`src/rtl/fir_stream_ctrl.sv`:
```
// rtl/fir_stream_ctrl.sv - FIR filter stream front/back end with bubble tagging and zero flush
module fir_stream_ctrl #(
    parameter int DATAWIDTH    = 64,
    parameter int ORDER        = 41,
    parameter int FILT_LATENCY = 1,
    parameter int CNTWIDTH     = 32
) (
    input  logic                 Clk,
    input  logic                 Rst,
    input  logic [DATAWIDTH-1:0] InData,
    input  logic                 InValid,
    input  logic                 InLast,
    output logic                 InReady,
    output logic [DATAWIDTH-1:0] FiltIn,
    input  logic [DATAWIDTH-1:0] FiltOut,
    output logic [DATAWIDTH-1:0] OutData,
    output logic                 OutValid,
    output logic                 OutLast,
    output logic                 Busy,
    output logic [CNTWIDTH-1:0]  SampleCount,
    output logic [CNTWIDTH-1:0]  BubbleCount
);

    typedef enum logic [1:0] {IDLE, STREAM, FLUSH, DRAIN} state_t;

    state_t                state_q, state_d;
    logic [31:0]           cnt_q, cnt_d;
    logic                  hs;
    logic [DATAWIDTH-1:0]  filt_q, filt_d;
    logic                  tag_v_q, tag_v_d;
    logic                  tag_l_q, tag_l_d;
    logic [FILT_LATENCY-1:0] v_pipe_q, l_pipe_q;
    logic [DATAWIDTH-1:0]  out_data_q;
    logic                  out_valid_q, out_last_q;
    logic [CNTWIDTH-1:0]   samples_q, samples_d;
    logic [CNTWIDTH-1:0]   bubbles_q, bubbles_d;

    always_ff @(posedge Clk) begin
        if (Rst) begin
            state_q <= IDLE;
            cnt_q   <= '0;
        end else begin
            state_q <= state_d;
            cnt_q   <= cnt_d;
        end
    end

    // cnt_q counts flush zeros in FLUSH and remaining pipeline slots in DRAIN
    always_comb begin
        state_d = state_q;
        cnt_d   = cnt_q;
        case (state_q)
            IDLE: begin
                if (hs) begin
                    state_d = InLast ? FLUSH : STREAM;
                    cnt_d   = InLast ? ORDER : 32'd0;
                end
            end
            STREAM: begin
                if (hs && InLast) begin
                    state_d = FLUSH;
                    cnt_d   = ORDER;
                end
            end
            FLUSH: begin
                cnt_d = cnt_q - 32'd1;
                if (cnt_q == 32'd1) begin
                    state_d = DRAIN;
                    cnt_d   = FILT_LATENCY + 1;
                end
            end
            DRAIN: begin
                cnt_d = cnt_q - 32'd1;
                if (cnt_q == 32'd1) begin
                    state_d = IDLE;
                    cnt_d   = 32'd0;
                end
            end
            default: begin
                state_d = IDLE;
                cnt_d   = 32'd0;
            end
        endcase
    end

    always_comb begin
        InReady   = !Rst && (state_q == IDLE || state_q == STREAM);
        Busy      = (state_q != IDLE);
        hs        = InValid && InReady;
        filt_d    = '0;
        tag_v_d   = 1'b0;
        tag_l_d   = 1'b0;
        samples_d = samples_q;
        bubbles_d = bubbles_q;
        if (hs) begin
            filt_d  = InData;
            tag_v_d = 1'b1;
            if (state_q == IDLE) begin
                samples_d = CNTWIDTH'(1);
                bubbles_d = '0;
            end else if (samples_q != '1) begin
                samples_d = samples_q + CNTWIDTH'(1);
            end
        end else if (state_q == STREAM) begin
            if (bubbles_q != '1) begin
                bubbles_d = bubbles_q + CNTWIDTH'(1);
            end
        end else if (state_q == FLUSH) begin
            tag_v_d = 1'b1;
            tag_l_d = (cnt_q == 32'd1);
        end
    end

    // Tag delay line tracks the filter so OutValid/OutLast line up with FiltOut
    always_ff @(posedge Clk) begin
        if (Rst) begin
            filt_q      <= '0;
            tag_v_q     <= 1'b0;
            tag_l_q     <= 1'b0;
            v_pipe_q    <= '0;
            l_pipe_q    <= '0;
            out_data_q  <= '0;
            out_valid_q <= 1'b0;
            out_last_q  <= 1'b0;
            samples_q   <= '0;
            bubbles_q   <= '0;
        end else begin
            filt_q      <= filt_d;
            tag_v_q     <= tag_v_d;
            tag_l_q     <= tag_l_d;
            v_pipe_q[0] <= tag_v_q;
            l_pipe_q[0] <= tag_l_q;
            for (int i = 1; i < FILT_LATENCY; i++) begin
                v_pipe_q[i] <= v_pipe_q[i-1];
                l_pipe_q[i] <= l_pipe_q[i-1];
            end
            out_data_q  <= FiltOut;
            out_valid_q <= v_pipe_q[FILT_LATENCY-1];
            out_last_q  <= l_pipe_q[FILT_LATENCY-1];
            samples_q   <= samples_d;
            bubbles_q   <= bubbles_d;
        end
    end

    assign FiltIn      = filt_q;
    assign OutData     = out_data_q;
    assign OutValid    = out_valid_q;
    assign OutLast     = out_last_q;
    assign SampleCount = samples_q;
    assign BubbleCount = bubbles_q;

endmodule
```
`config.mk`:
```
export PLATFORM = sky130hd
export DESIGN_NAME = fir_stream_ctrl
export DESIGN_NICKNAME = d
export VERILOG_FILES = /design/src/rtl/fir_stream_ctrl.sv
export SDC_FILE = /design/constraint.sdc
export NUM_CORES = 1
export LEC_CHECK = 0
export CAP_MARGIN = 5
export CORE_ASPECT_RATIO = 1.25
export CORE_MARGIN = 3
export CORE_UTILIZATION = 45
export DETAILED_ROUTE_END_ITERATION = 10
export PLACE_DENSITY_LB_ADDON = 0.3
export SLEW_MARGIN = 20
export SYNTH_ARGS = -nofsm -noshare
export SYNTH_HDL_FRONTEND = slang
export SYNTH_SLANG_ARGS = --single-unit
export TNS_END_PERCENT = 50
```
`constraint.sdc`:
```
create_clock -name Clk -period 3.3 [get_ports Clk]
set_input_delay 0.66 -clock Clk [delete_from_list [all_inputs] [get_ports Clk]]
set_output_delay 0.66 -clock Clk [all_outputs]
set_load 0.01 [all_outputs]
```
==> flow_summary.json, run 1 <==
{
  "result_of_the_run": "finished, final reports clean",
  "synth_warnings": 0,
  "grt_setup_unrepaired": "no",
  "endpoint_kind": "output pin",
  "cts-resized-gates": 0,
  "hold_viol_final": 0,
  "cp-start-kind": "register",
  "yosys_most_used_dff": "dfxtp_1",
  "post_synth_design_cell_area_sq_um": 8920,
  "floorplan.die.width_um": 132,
  "dieHeight_um": 163,
  "drt-initial-drc-count": 614,
  "critical_path_arrival_ps": 2440,
  "floorplan.initialDensity": 0.466,
  "power_frac_seq": 0.347,
  "max_cap_violations": 0,
  "drt_wl_total_mm": 26.9,
  "clock_sink_count": 232,
  "worstPathMaxFanout": 10,
  "finalCoreUtilization": 0.700,
  "nets": 1403,
  "clock_insertion_delay_worst_skew_ps": 520,
  "yosysTopAreaCellShare": 0.521,
  "grt-ovfl-total": 0,
  "port-buffer-count": 327,
  "first_global_vias": 8112,
  "cts_tree": "done",
  "synth.net_count": 1073,
  "slew-limit-headroom": 0.572,
  "p_leak_nw": 4.90,
  "setup_viol": 0,
  "post_synth.cell_area_avg_sq_um": 9.56,
  "layout_setup_ws_ps": 197,
  "yosys_register_bits": 232,
  "hpwl_reported_at_the_end_of_detailed_placement_mm": 19.3,
  "postRouteAntennaNets": 0,
  "cellPowerDensity_nw_per_um2": 736,
  "power.combinational.fraction": 0.349,
  "yosysUniqueCellTypes": 63,
  "htreeDepth": 1,
  "intPower_mw": 6.50,
  "buffers_inserted_during_post_cts_setup_optimization": 0,
  "grt.total_usage": 0.239,
  "synthCells": 933,
  "switching_part_of_the_total_power": 0.340,
  "number_of_flops_mapped_to_enable_cells_by_yosys": 0,
  "wl_per_cell_um": 17.5,
  "hold_path_class": "register to register",
  "synthArstFlopShare": 0,
  "placementRows": 56,
  "yosysTopAreaCell": "dfxtp_1",
  "finalMaxSlewViolations": 0,
  "grt_first_pass_wirelength_mm": 42.6,
  "floorplan.io_pins": 328,
  "routabilityCongestion": 0.865,
  "clockPowerShare": 0.303,
  "final_layout_size_suffix_gt1_frac": 0.0650,
  "dpl_worst_slack_ps": 324,
  "die_area_sq_um": 21600,
  "area.sequential_sq_um": 4640,
  "synth-seq-area-share": 0.521,
  "max-clock-path-buffers": 3,
  "p_switching_mw": 3.35,
  "fin_skew_ps": 9.36,
  "grt_start_max_net_pins": 66,
  "tritoncts.num_buffers": 23,
  "setup-tns-final_ps": 0,
  "worstSetupPathType": "register to output pin",
  "post_cts_hold_buffer_count": 0,
  "relative_area_change_from_synthesis_to_final_layout_pct": 50.0,
  "timing.fmax_mhz": 322,
  "initial_antenna_violation_count": 1,
  "antenna-diode-count": 0,
  "count_of_vias_placed_by_the_detailed_router": 8313,
  "count_of_filler_cells_inserted_in_the_layout": 1458,
  "drc_errors": 0,
  "ir_drop_uv": 558,
  "clkTransAtPathRegs_ps": 60,
  "cells_taking_the_most_area_after_synthesis": "dfxtp_1, nor2b_1, and2_1, or3_1, a21oi_1",
  "core_region_area_sq_um": 19100,
  "dr.pass1.iters": 5,
  "worst_slew_pin_slew_ps": 642,
  "routed_via_density": 5.41,
  "min_tclk_post_route_ps": 3100,
  "timing.final.crit_share": 0.940,
  "clock-root-buffer": "clkbuf_16",
  "multi_input_area_sq_um": 4060,
  "worst-endpoint-required_ps": 2640
}
## per-layer routing
| layer | GRT usage | routed length [um] | vias up |
|---|---|---|---|
| met4 | 0.0726 | 687 | 2 |
| met1 | 0.255 | 9870 | 3913 |
| met2 | 0.451 | 14200 | 320 |
| met5 | 0 | 13 | - |
| li1 | - | - | 4023 |
| met3 | 0.0721 | 2210 | 55 |
## critical path: stages (launching register included)
cell,delay [ps]
dfxtp_1,480
inv_1,150
ha_1,340
nor2_1,320
nor2_1,130
clkdlybuf4s50_1,500
## through the flow
step,hold WS [ps],power (mW),cell area (sq um),instances
2_1_floorplan,414,5.85,8920,933
3_3_place_gp,417,6.78,12500,1499
3_5_place_dp,429,6.86,12500,1499
4_1_cts,444,9.88,13400,1538
5_1_grt,473,10.4,13400,1538
6_report,441,9.85,13400,1538
## logic make-up (layout without fill, tap and decap cells)
logic type / count (synthesis) / after routing / share of synthesized area
flops: 232 / 232 / 0.521
simple gates: 441 / 441 / 0.291
mux: 8 / 8 / 0.00926
xor+xnor: 16 / 16 / 0.0157
fa+ha+maj: 8 / 8 / 0.0112
compound gates: 172 / 172 / 0.126
buf+inv: 56 / 400 / 0.0264
## sequential cells by signal, summed over array words and instances (netlist names)
register and count:
SampleCount 32, l_pipe_q 1, state_q 2, v_pipe_q 1
tag_v_q 1, BubbleCount 32, OutValid 1, tag_l_q 1
cnt_q 32, OutLast 1, OutData 64, FiltIn 64
## final cells by class
cell class	instances	share of cell area
inverters	10	0.00281
flip-flops and latches	232	0.347
well taps	261	0.0244
clock inverters	12	0.0193
multi-input cells	645	0.303
repair buffers	351	0.258
clock buffers	27	0.0456
## synth_stat cells, types with 3 or more instances
cell type / instances
nand2b_1: 6
nand2_1: 52
inv_1: 10
nand3b_1: 5
o21ai_0: 43
and4_1: 10
o2111ai_1: 9
nand4_1: 32
a21oi_1: 47
o211ai_1: 12
a211oi_1: 18
a31oi_1: 3
and3_1: 7
nor2b_1: 69
nor2_1: 34
nor4_1: 7
o31ai_1: 15
ha_1: 8
dfxtp_1: 232
or3_1: 58
or4_1: 27
nand3_1: 27
xor2_1: 15
a211oi_2: 3
clkbuf_1: 38
or2_2: 4
nor3_1: 24
mux2i_1: 6
and2_1: 68
## cell usage in the layout (no fill, tap or decap), types with 3 or more instances in the layout
cell	n
a211oi_1	18
a211oi_2	3
a21oi_1	47
a31oi_1	3
and2_1	68
and3_1	7
and4_1	10
buf_4	24
bufinv_16	7
clkbuf_16	23
clkdlybuf4s50_1	326
clkinvlp_4	3
dfxtp_1	232
ha_1	8
inv_1	10
mux2i_1	6
nand2_1	52
nand2b_1	5
nand3_1	27
nand3b_1	5
nand4_1	32
nor2_1	33
nor2b_1	69
nor3_1	24
nor4_1	7
o2111ai_1	9
o211ai_1	12
o21ai_0	43
o31ai_1	14
or2_2	4
or3_1	58
or4_1	27
xor2_1	15
## power by group through the flow
stage | combinational [mW] | clock (mW) | sequential [mW]
final | 3.44 | 2.99 | 3.42
after global routing | 3.77 | 3.15 | 3.46
after CTS | 3.43 | 3.03 | 3.42
after detailed placement | 3.39 | 0 | 3.47
after global placement | 3.32 | 0 | 3.46
after floorplan | 2.37 | 0 | 3.49
## final timing paths
check / end / cells past startpoint / slack [ps] / startpoint
worst max-delay path: InReady / 5 / 200 / state_q[1]$_SDFFE_PP0P_
worst min-delay path: OutValid$_SDFF_PP0_ / 1 / 440 / v_pipe_q$_SDFF_PP0_
worst max register to register: cnt_q[18]$_SDFFE_PP0P_ / 5 / 540 / cnt_q[4]$_SDFFE_PP0P_
worst min register to register: OutValid$_SDFF_PP0_ / 1 / 440 / v_pipe_q$_SDFF_PP0_
Note: power is estimated with default switching activity, not from simulation.
==> inputs of run 2 (changes only) <==
Settings changed: CORE_MARGIN 3 to default.
==> flow_summary.json, run 2 (synthesis gave the netlist of run 1 again) <==
{
  "hold_path_class": "register to register",
  "grt_first_pass_wirelength_mm": 40.5,
  "wl_per_cell_um": 16.7,
  "core_region_area_sq_um": 19400,
  "hold_viol_final": 0,
  "first_global_vias": 8151,
  "die_area_sq_um": 20400,
  "port-buffer-count": 327,
  "crit-reg2reg-launch": "state_q[1]$_SDFFE_PP0P_",
  "setup-tns-final_ps": 0,
  "finalMaxSlewViolations": 0,
  "antenna-diode-count": 0,
  "grt.total_usage": 0.248,
  "relative_area_change_from_synthesis_to_final_layout_pct": 48.9,
  "hold_path_startpoint": "v_pipe_q$_SDFF_PP0_",
  "cts-resized-gates": 0,
  "timing.final.crit_share": 0.936,
  "final_area_sq_um": 13300,
  "drc_errors": 0,
  "clock_insertion_delay_worst_skew_ps": 520,
  "endpoint_kind": "output pin",
  "grt_setup_unrepaired": "no",
  "floorplan.io_pins": 328,
  "final_layout_size_suffix_gt1_frac": 0.0627,
  "grt-ovfl-total": 0,
  "cts_tree": "done",
  "dr.pass1.iters": 5,
  "clock_sink_count": 232,
  "layout.cells.most_common": "clkdlybuf4s50_1",
  "hpwl_reported_at_the_end_of_detailed_placement_mm": 18.6,
  "floorplan.die.width_um": 128,
  "post_cts_hold_buffer_count": 0,
  "worstPathMaxFanout": 12,
  "htreeDepth": 1,
  "initial_antenna_violation_count": 0,
  "dpl_worst_slack_ps": 380,
  "cellPowerDensity_nw_per_um2": 712,
  "layout_common_cells": "clkdlybuf4s50_1, dfxtp_1, nor2b_1",
  "slew-limit-headroom": 0.345,
  "dieHeight_um": 159,
  "dpl-instance-area_sq_um": 12500,
  "nets": 1400,
  "drt-initial-drc-count": 563,
  "ir_drop_uv": 495,
  "p_leak_nw": 4.85,
  "placementRows": 57,
  "drt_wl_total_mm": 25.7,
  "timing.critical_path.from": "state_q[1]$_SDFFE_PP0P_",
  "floorplan.initialDensity": 0.460,
  "worst_slew_pin_slew_ps": 976,
  "cp-start-kind": "register",
  "result_of_the_run": "finished, final reports clean",
  "timing.fmax_mhz": 324,
  "finalCoreUtilization": 0.685,
  "min_tclk_post_route_ps": 3090,
  "max_cap_violations": 0,
  "routed_via_density": 5.37,
  "layout_setup_ws_ps": 212,
  "setup_viol": 0,
  "count_of_filler_cells_inserted_in_the_layout": 1536,
  "fin_skew_ps": 12.6,
  "count_of_vias_placed_by_the_detailed_router": 8281,
  "max-clock-path-buffers": 3,
  "worst-endpoint-required_ps": 2640,
  "clkTransAtPathRegs_ps": 60,
  "postRouteAntennaNets": 0,
  "routabilityCongestion": 0.897,
  "hold_ws_ps": 436,
  "clock-root-buffer": "clkbuf_16",
  "worstSetupPathType": "register to output pin",
  "buffers_inserted_during_post_cts_setup_optimization": 0,
  "tritoncts.num_buffers": 24,
  "critical_path_arrival_ps": 2430,
  "grt_start_max_net_pins": 75
}
-- run 2: area by class of cell --
type                    instances  area [sq um]  share of cell area
flip-flops and latches        232          4640               0.350
multi-input cells             645          4060               0.305
repair buffers                347          3430               0.258
clock buffers                  34           698              0.0526
well taps                     265           332              0.0250
clock inverters                 8          83.8             0.00631
inverters                      10          37.5             0.00283
-- run 2: worst max-delay path, cell delays in order, from the launching register on --
cell and delay (ps):
dfxtp_1 470, inv_1 140, ha_1 210, buf_4 180, nor2_1 270, nor2_1 130
clkdlybuf4s50_1 510
-- run 2: path summary, 6_finish.rpt --
path         cells after the start  slack (ps)                           end
max reg2reg                      8         300  SampleCount[19]$_SDFFE_PP0P_
min reg2reg                      1         440           OutValid$_SDFF_PP0_
min                              1         440           OutValid$_SDFF_PP0_
max                              6         210                       InReady
-- run 2: layer usage --
layer	vias to the layer above	wire, um	GRT usage
li1	4026	-	-
met1	3820	9140	0.253
met2	369	13400	0.464
met3	66	2340	0.0736
met4	0	841	0.0979
met5	-	0	0
-- run 2: power breakdown --
group          leakage (nW)  total, mW  switching [mW]  internal, mW
registers              1.90       3.42           0.259          3.16
clock network         0.377       2.65            1.09          1.55
logic                  2.57       3.39            1.93          1.46
total                  4.85       9.46            3.29          6.17
-- run 2: through the flow --
step | total power [mW] | cells
finish | 9.46 | 1541
global route | 10.0 | 1541
CTS | 9.49 | 1541
detailed placement | 6.82 | 1499
global placement | 6.77 | 1499
floorplan | 5.85 | 933
==> inputs of run 3 (changes only) <==
Settings changed: CORE_MARGIN from default to 4.
==> flow_summary.json, run 3 (synthesis gave the netlist of run 1 again) <==
{
  "worstPathMaxFanout": 12,
  "result_of_the_run": "finished, final reports clean",
  "routed_via_density": 5.37,
  "core_region_area_sq_um": 19500,
  "max-clock-path-buffers": 3,
  "hold_path_class": "register to register",
  "floorplan.die.width_um": 134,
  "hpwl_reported_at_the_end_of_detailed_placement_mm": 19.8,
  "dr.pass1.iters": 5,
  "postRouteAntennaNets": 0,
  "grt-ovfl-total": 0,
  "ir_drop_uv": 517,
  "worstSetupPathType": "register to output pin",
  "endpoint_kind": "output pin",
  "clock_insertion_delay_worst_skew_ps": 520,
  "grt_start_max_net_pins": 73,
  "setup_viol": 0,
  "critical_path_arrival_ps": 2480,
  "slew-limit-headroom": 0.389,
  "htreeDepth": 1,
  "setup-tns-final_ps": 0,
  "p_leak_nw": 4.89,
  "relative_area_change_from_synthesis_to_final_layout_pct": 49.6,
  "nets": 1401,
  "dieHeight_um": 165,
  "port-buffer-count": 327,
  "fin_skew_ps": 15.6,
  "timing.final.crit_share": 0.953,
  "placementRows": 57,
  "cts_tree": "done",
  "layout_common_cells": "clkdlybuf4s50_1, dfxtp_1, nor2b_1",
  "max_cap_violations": 0,
  "dpl_worst_slack_ps": 204,
  "final_layout_size_suffix_gt1_frac": 0.0627,
  "drc_errors": 0,
  "wl_per_cell_um": 17.5,
  "grt.total_usage": 0.230,
  "initial_antenna_violation_count": 3,
  "layout_setup_ws_ps": 156,
  "floorplan.io_pins": 328,
  "floorplan.initialDensity": 0.458,
  "clock_sink_count": 232,
  "first_global_vias": 8045,
  "worst_slew_pin_slew_ps": 913,
  "worst-endpoint-required_ps": 2640,
  "clkTransAtPathRegs_ps": 70,
  "cp-start-kind": "register",
  "count_of_vias_placed_by_the_detailed_router": 8276,
  "layout.cells.most_common": "clkdlybuf4s50_1",
  "grt_first_pass_wirelength_mm": 41.7,
  "clock-root-buffer": "clkbuf_16",
  "numPlacedInstances": 1501,
  "finalMaxSlewViolations": 0,
  "hold_viol_final": 0,
  "drt-initial-drc-count": 670,
  "buffers_inserted_during_post_cts_setup_optimization": 0,
  "timing.fmax_mhz": 318,
  "die_area_sq_um": 22200,
  "drt_wl_total_mm": 26.9,
  "cts-resized-gates": 0,
  "routabilityCongestion": 0.870,
  "final_cell_count_no_fill": 1542,
  "min_tclk_post_route_ps": 3140,
  "post_cts_hold_buffer_count": 0,
  "tritoncts.num_buffers": 23,
  "grt_setup_unrepaired": "no",
  "cellPowerDensity_nw_per_um2": 727
}
[run 3: critical path: stages (launching register included)]
cell,delay (ps)
dfxtp_1,470
inv_1,150
ha_1,230
buf_4,180
nor2_1,280
nor2_1,130
clkdlybuf4s50_1,510
[run 3: per-stage QoR]
| step | total power, mW | hold WS (ps) | area (sq um) | utilization |
|---|---|---|---|---|
| CTS | 9.76 | 447 | 13300 | 0.685 |
| floorplan | 5.85 | 414 | 8920 | - |
| finish | 9.70 | 443 | 13300 | 0.685 |
| global route | 10.3 | 459 | 13300 | 0.685 |
| global placement | 6.78 | 430 | 12500 | 0.642 |
| detailed placement | 6.87 | 432 | 12500 | 0.642 |
[run 3: final timing paths]
kind | from | end | slack [ps] | depth (start not counted)
setup / recovery | state_q[1]$_SDFFE_PP0P_ | InReady | 160 | 6
hold / removal | tag_v_q$_SDFF_PP0_ | v_pipe_q$_SDFF_PP0_ | 440 | 1
setup reg to reg | state_q[1]$_SDFFE_PP0P_ | SampleCount[4]$_SDFFE_PP0P_ | 470 | 8
hold reg to reg | tag_v_q$_SDFF_PP0_ | v_pipe_q$_SDFF_PP0_ | 440 | 1
[run 3: per-layer routing]
| metal | global-route usage | wire [um] |
|---|---|---|
| met1 | 0.252 | 9670 |
| met2 | 0.425 | 14200 |
| met5 | 0 | 16 |
| met3 | 0.0736 | 2460 |
| met4 | 0.0674 | 572 |
[run 3: cell type report]
class                           count  area [sq um]
Tap cell                          265           332
Antenna cell                        1          2.50
Sequential cell                   232          4640
Clock buffer                       32           659
Inverter                           10          37.5
Clock inverter                      8           180
Multi-Input combinational cell    645          4060
Timing Repair Buffer              349          3430
Fill cell                        1521          6130
[run 3: power by group]
| group | internal (mW) | total (mW) | switching, mW |
|---|---|---|---|
| logic | 1.46 | 3.42 | 1.96 |
| clock network | 1.79 | 2.87 | 1.08 |
| registers | 3.16 | 3.42 | 0.263 |
